$ cat src/rtl/fir_coeff_pkg.sv
// Shared types and default sizes for the FIR coefficient loader.
package fir_coeff_pkg;

    localparam int COEFF_BITS_DEF = 18;
    localparam int NTAPS_DEF      = 5;

    typedef logic signed [COEFF_BITS_DEF-1:0] coeff_t;

    typedef enum logic [1:0] {
        LOAD   = 2'd0,
        DRAIN  = 2'd1,
        COMMIT = 2'd2
    } state_t;

endpackage

$ cat src/rtl/fir_coeff_loader_if.sv
// Coefficient stream bundle (AXI4-Stream subset: tdata/tvalid/tready/tlast).
interface fir_coeff_loader_if #(
    parameter int COEFF_BITS = fir_coeff_pkg::COEFF_BITS_DEF
);
    logic [COEFF_BITS-1:0] tdata;
    logic                  tvalid;
    logic                  tready;
    logic                  tlast;

    modport master (output tdata, output tvalid, output tlast, input tready);
    modport slave  (input tdata, input tvalid, input tlast, output tready);
endinterface

$ cat src/rtl/fir_coeff_loader.sv
// Fills a shadow coefficient bank from a stream and commits it atomically to the filter taps.
// Optional FIR_COEFF_READBACK_EN adds a registered read port on the active bank.
module fir_coeff_loader
    import fir_coeff_pkg::*;
#(
    parameter int    NTAPS      = NTAPS_DEF,
    parameter int    COEFF_BITS = COEFF_BITS_DEF,
    parameter string USE_CE     = "FALSE"
) (
    input  logic                        clk_i,
    input  logic                        rst_i,
    input  logic                        ce_i,
    fir_coeff_loader_if.slave           s_coeff,
    output logic [NTAPS*COEFF_BITS-1:0] coeff_o,
    output logic                        update_o,
    output logic                        err_o
`ifdef FIR_COEFF_READBACK_EN
    ,
    input  logic [$clog2(NTAPS)-1:0]    rd_addr_i,
    output logic [COEFF_BITS-1:0]       rd_data_o
`endif
);

    localparam int               IDX_W = $clog2(NTAPS);
    localparam logic [IDX_W-1:0] LAST  = IDX_W'(NTAPS - 1);
    localparam bit               CE_EN = (USE_CE == "TRUE");

    typedef logic signed [COEFF_BITS-1:0] tap_t;

    state_t           state_q, state_d;
    logic [IDX_W-1:0] idx_q, idx_d;
    tap_t             shadow_q [NTAPS];
    tap_t             shadow_d [NTAPS];
    tap_t             coeff_q  [NTAPS];
    tap_t             coeff_d  [NTAPS];
    logic             update_q, update_d;
    logic             err_q, err_d;
    logic             tready_q, tready_d;
    logic             ce_eff;
    logic             accept;

    assign ce_eff = CE_EN ? ce_i : 1'b1;
    assign accept = s_coeff.tvalid && tready_q;

    always_comb begin
        state_d  = state_q;
        idx_d    = idx_q;
        shadow_d = shadow_q;
        coeff_d  = coeff_q;
        update_d = 1'b0;
        err_d    = err_q;
        case (state_q)
            LOAD: begin
                if (accept) begin
                    shadow_d[idx_q] = tap_t'(s_coeff.tdata);
                    if (idx_q == LAST) begin
                        if (s_coeff.tlast) begin
                            idx_d   = '0;
                            state_d = COMMIT;
                        end else begin
                            err_d   = 1'b1;
                            state_d = DRAIN;
                        end
                    end else if (s_coeff.tlast) begin
                        err_d = 1'b1;
                        idx_d = '0;
                    end else begin
                        idx_d = idx_q + IDX_W'(1);
                    end
                end
            end
            DRAIN: begin
                if (accept && s_coeff.tlast) begin
                    idx_d   = '0;
                    state_d = LOAD;
                end
            end
            COMMIT: begin
                // The whole bank moves on one edge so the filter never sees a mix of old and new taps.
                if (ce_eff) begin
                    coeff_d  = shadow_q;
                    update_d = 1'b1;
                    state_d  = LOAD;
                end
            end
            default: state_d = LOAD;
        endcase
        tready_d = (state_d != COMMIT);
    end

    always_ff @(posedge clk_i) begin
        if (rst_i) begin
            state_q  <= LOAD;
            idx_q    <= '0;
            shadow_q <= '{default: '0};
            coeff_q  <= '{default: '0};
            update_q <= 1'b0;
            err_q    <= 1'b0;
            tready_q <= 1'b1;
        end else begin
            state_q  <= state_d;
            idx_q    <= idx_d;
            shadow_q <= shadow_d;
            coeff_q  <= coeff_d;
            update_q <= update_d;
            err_q    <= err_d;
            tready_q <= tready_d;
        end
    end

    for (genvar k = 0; k < NTAPS; k++) begin : g_flat
        assign coeff_o[k*COEFF_BITS +: COEFF_BITS] = coeff_q[k];
    end

    assign update_o       = update_q;
    assign err_o          = err_q;
    assign s_coeff.tready = tready_q;

`ifdef FIR_COEFF_READBACK_EN
    logic [COEFF_BITS-1:0] rd_data_q, rd_data_d;

    always_comb begin
        rd_data_d = '0;
        if (int'(rd_addr_i) < NTAPS) rd_data_d = coeff_q[rd_addr_i];
    end

    always_ff @(posedge clk_i) begin
        if (rst_i) rd_data_q <= '0;
        else       rd_data_q <= rd_data_d;
    end

    assign rd_data_o = rd_data_q;
`endif

endmodule

$ cat src/flat_wrapper.sv
// flat-port wrapper written by rule: the top's interface ports become plain ports
module fir_coeff_loader_flat import fir_coeff_pkg::*;
#(
    parameter int    NTAPS      = NTAPS_DEF,
    parameter int    COEFF_BITS = COEFF_BITS_DEF,
    parameter string USE_CE     = "     "
)
  (clk_i, rst_i, ce_i, coeff_o, update_o, err_o, s_coeff_tdata, s_coeff_tvalid, s_coeff_tlast, s_coeff_tready);
  fir_coeff_loader_if #(.COEFF_BITS(COEFF_BITS)) s_coeff_i ();
  input  logic clk_i;
  input  logic rst_i;
  input  logic ce_i;
  output logic [NTAPS*COEFF_BITS-1:0] coeff_o;
  output logic update_o;
  output logic err_o;
  input wire logic [$bits(s_coeff_i.tdata)-1:0] s_coeff_tdata;
  input wire logic [$bits(s_coeff_i.tvalid)-1:0] s_coeff_tvalid;
  input wire logic [$bits(s_coeff_i.tlast)-1:0] s_coeff_tlast;
  output wire logic [$bits(s_coeff_i.tready)-1:0] s_coeff_tready;
  assign s_coeff_i.tdata = s_coeff_tdata;
  assign s_coeff_i.tvalid = s_coeff_tvalid;
  assign s_coeff_i.tlast = s_coeff_tlast;
  assign s_coeff_tready = s_coeff_i.tready;
  fir_coeff_loader #(.NTAPS(NTAPS), .COEFF_BITS(COEFF_BITS), .USE_CE(USE_CE)) u_core (.clk_i(clk_i), .rst_i(rst_i), .ce_i(ce_i), .s_coeff(s_coeff_i), .coeff_o(coeff_o), .update_o(update_o), .err_o(err_o));
endmodule
$ cat config.mk
export PLATFORM = sky130hd
export DESIGN_NAME = fir_coeff_loader_flat
export DESIGN_NICKNAME = d
export VERILOG_FILES = /design/src/rtl/fir_coeff_pkg.sv /design/src/rtl/fir_coeff_loader_if.sv /design/src/rtl/fir_coeff_loader.sv /design/src/flat_wrapper.sv
export SDC_FILE = /design/constraint.sdc
export NUM_CORES = 1
export LEC_CHECK = 0
export BUFFER_PORTS_ARGS = -buffer_cell sky130_fd_sc_hd__buf_2
export CORE_MARGIN = 10
export CORE_UTILIZATION = 40
export CTS_BUF_LIST = sky130_fd_sc_hd__clkbuf_16
export CTS_CLUSTER_DIAMETER = 60
export DETAILED_ROUTE_END_ITERATION = 12
export PLACE_DENSITY = 0.61
export SLEW_MARGIN = 20
export SYNTH_ARGS = -nofsm -noshare
export SYNTH_HDL_FRONTEND = slang
export SYNTH_SLANG_ARGS = --single-unit
export TNS_END_PERCENT = 1
$ cat constraint.sdc
create_clock -name clk_i -period 2.51 [get_ports clk_i]
set_input_delay 0.251 -clock clk_i [delete_from_list [all_inputs] [get_ports clk_i]]
set_output_delay 0.251 -clock clk_i [all_outputs]
set_load 0.01 [all_outputs]
==> results.cfg <==
[power_and_ir_drop]
p_switching_mw = 1.30
p_leak_nw = 3.59
power.density_mw_per_mm2 = 725
combPwrFrac_pct = 3.7
internal_power_mw = 4.75
p_sw_share_pct = 21.5
clock_power_share_pct = 46.2
seqPwrFrac_pct = 50.1
ir_worst_vdd_uv = 506

[cts]
clock_latency_ps = 430
clock_sinks = 188
postCtsSetupBuffers = 0
cts_tree = built
root_buffer = clkbuf_16
ctsLongestPathBuffers = 2
cts_made_buffers = 17
cts_hold_buf = 0
ctsHtreeMaxLevel = 4
cts_resized = 0
clkTransAtPathRegs_ps = 70

[routing]
routed-wl-met3_um = 1220
wl_met1_um = 8480
top_layer_used = met5
routedWlPerCell_um = 16.7
wl_met2_um = 8090
ant_nets = 0
drt_iter0_drc = 312
dr.pass1.iters = 4
vias_per_cell = 4.78
routed_wl_um = 18000
drc = 0
routed-via-count = 5172

[floorplanning]
die_y_um = 153
core_mm2 = 0.0173
dieArea_mm2 = 0.0233
fp-row-count = 48
start_util_pct = 40.7
die_w_um = 153
io_pins = 116

[layout]
antenna_cells = 0
fin_util_pct = 48.3
ff_latch_area_mm2 = 0.00376
drive_gt1_share_pct = 18.3
final_nets = 869
areaGrowthSynthToFinish_pct = 18.6
multi_input_area_mm2 = 0.00300
nFillCells = 1692

[sta]
fin_crit_ps = 1790
fmax_mhz = 559
layout_setup_ws_ps = 721
slew_violations = 0
whs_ps = 115
worstMarginPinSlew_ps = 748
hold_viol = 0
fin_skew_ps = 9.29
fin_crit_sh_pct = 71.3
relSlewSlack_pct = 50.1
rsz0062_at_grt = false
setup_viol = 0
setup-tns-final_ps = 0

[run]
max_cap_viol_count = 0

[hold_path]
holdPathStages = 3
hp-class = in2reg
min_from = s_coeff_tlast
whs_endpoint = u_core.state_q[1]

[critical_path]
cp_max_fo = 15
reg2reg_depth = 4
timing.rr.end = u_core.shadow_q[33]
path_class = reg2reg
critical_path_arrival_ps = 2080
startpoint_type = flop
reg2reg_from = u_core.state_q[0]
end_kind = flop
r2r_setup_slack_ps = 720
critPathRequiredTime_ps = 2800

[global_routing]
globalRoute.totalOverflow = 0
grt_pass1_wl_um = 28400
grt_max_degree = 86
antenna_found_initial = 1
track_usage_pct = 15.3
grt_pass1_vias = 5021

[yosys]
yosysSeqAreaShare_pct = 53.4
synth_area_per_cell_um2 = 9.37
syn_nets = 777
yosysUniqueCellTypes = 31
ys_ff_latch = 188
synth_cells = 752
syn_area_mm2 = 0.00705
yosys_warnings = 0

[outcome]
status = completed

[place]
gp_congestion = 0.764
portBuffers = 114
hpwlAfterDp_um = 11500
dp_slack_ps = 727
## flip-flops by register name (all words and copies together) (netlist names)
register / flops
u_core.coeff_o: 90
u_core.shadow_q: 90
u_core.s_coeff.tready: 1
u_core.state_q: 2
u_core.update_o: 1
u_core.err_o: 1
u_core.idx_q: 3
## metrics by stage
stage,total power [mW],instances,instance area [um2]
2_1_floorplan,3.25,752,7050
3_3_place_gp,3.33,1050,7750
3_5_place_dp,3.33,1050,7750
4_1_cts,6.11,1081,8360
5_1_grt,6.26,1081,8360
6_report,6.06,1081,8360
## final cells by class
class / instances / share of cell area, %
clock inverter: 14 / 2.14
timing repair buffer: 127 / 8.33
multi-input combinational: 506 / 35.8
sequential: 188 / 45.0
clock buffer: 17 / 5.09
inverter: 4 / 0.180
tap: 225 / 3.37
## per-layer routing
| metal | global-route usage [%] | vias up |
|---|---|---|
| li1 | - | 2646 |
| met1 | 19.6 | 2395 |
| met2 | 23.8 | 111 |
| met3 | 5.39 | 18 |
| met4 | 4.04 | 2 |
| met5 | 0 | - |
## Yosys cell counts
cell | n | area [um2]
nand3_1 | 2 | 10.0
a31oi_1 | 3 | 18.8
nor3_1 | 1 | 5.00
a21oi_1 | 90 | 450
buf_6 | 4 | 45.0
buf_8 | 4 | 60.1
ha_1 | 2 | 25.0
mux2i_1 | 90 | 901
inv_2 | 1 | 3.75
and3_1 | 1 | 6.26
a41oi_1 | 1 | 8.76
and4_1 | 1 | 8.76
and4bb_2 | 1 | 12.5
buf_4 | 2 | 15.0
clkbuf_1 | 42 | 158
a21o_1 | 1 | 7.51
buf_2 | 2 | 10.0
nand3b_1 | 1 | 7.51
nand2_1 | 186 | 698
o31ai_1 | 1 | 7.51
xnor2_1 | 1 | 8.76
nand4bb_4 | 1 | 27.5
nand2b_1 | 111 | 694
nor2_1 | 1 | 3.75
nor2b_1 | 1 | 6.26
dfxtp_1 | 188 | 3760
nor4_1 | 1 | 6.26
inv_1 | 3 | 11.3
o211ai_1 | 1 | 7.51
or3_1 | 1 | 6.26
or4_1 | 7 | 52.6
## critical path, cell delays in order, from the launching register on
cell and delay [ps]:
dfxtp_1 390, nand4bb_4 240, or4_1 570, buf_4 290, mux2i_1 140
## cells in the final DEF, fill, tap and decap left out, drive strengths merged
| cell | netlist | routed |
|---|---|---|
| inv | 4 | 9 |
| dfxtp | 188 | 188 |
| and3 | 1 | 1 |
| nand2 | 186 | 186 |
| a21oi | 90 | 90 |
| a21o | 1 | 1 |
| a31oi | 3 | 3 |
| o211ai | 1 | 1 |
| clkinvlp | 0 | 1 |
| buf | 12 | 127 |
| nor4 | 1 | 1 |
| a41oi | 1 | 1 |
| or3 | 1 | 1 |
| nor2b | 1 | 1 |
| nor2 | 1 | 1 |
| ha | 2 | 2 |
| mux2i | 90 | 90 |
| nor3 | 1 | 1 |
| xnor2 | 1 | 1 |
| nand4bb | 1 | 1 |
| clkinv | 0 | 4 |
| nand3b | 1 | 1 |
| or4 | 7 | 7 |
| nand3 | 2 | 2 |
| bufinv | 0 | 4 |
| and4bb | 1 | 1 |
| o31ai | 1 | 1 |
| nand2b | 111 | 111 |
| clkbuf | 42 | 17 |
| and4 | 1 | 1 |
## how the worst max path moves through the flow
| stage | from | end | slack, ps | cells past startpoint |
|---|---|---|---|---|
| finish | u_core.state_q[0] | u_core.shadow_q[33] | 720 | 4 |
| global route | u_core.state_q[0] | u_core.shadow_q[29] | 620 | 4 |
| global placement | u_core.state_q[1] | u_core.shadow_q[33] | 730 | 4 |
| CTS | u_core.state_q[1] | u_core.shadow_q[33] | 710 | 4 |
| detailed placement | u_core.state_q[1] | u_core.shadow_q[32] | 730 | 4 |
| floorplan | u_core.s_coeff.tready | u_core.shadow_q[25] | 970 | 5 |
## power groups by stage
stage / Combinational (mW) / Sequential, mW / Clock [mW]
after floorplan: 0.155 / 3.10 / 0
after global routing: 0.247 / 3.04 / 2.97
after global placement: 0.230 / 3.10 / 0
after CTS: 0.230 / 3.03 / 2.85
final: 0.227 / 3.03 / 2.80
after detailed placement: 0.230 / 3.10 / 0
## logic make-up after synthesis
family                   after synthesis  share of synthesized area (%)
AO/OA/AOI/OAI                         97                           7.10
XOR/XNOR                               1                          0.124
adder cells (fa/ha/maj)                2                          0.355
buffers and inverters                 58                           4.30
flip-flops                           188                           53.4
multiplexers                          90                           12.8
AND/OR/NAND/NOR                      316                           21.9
(Power assumes the default switching activity.)
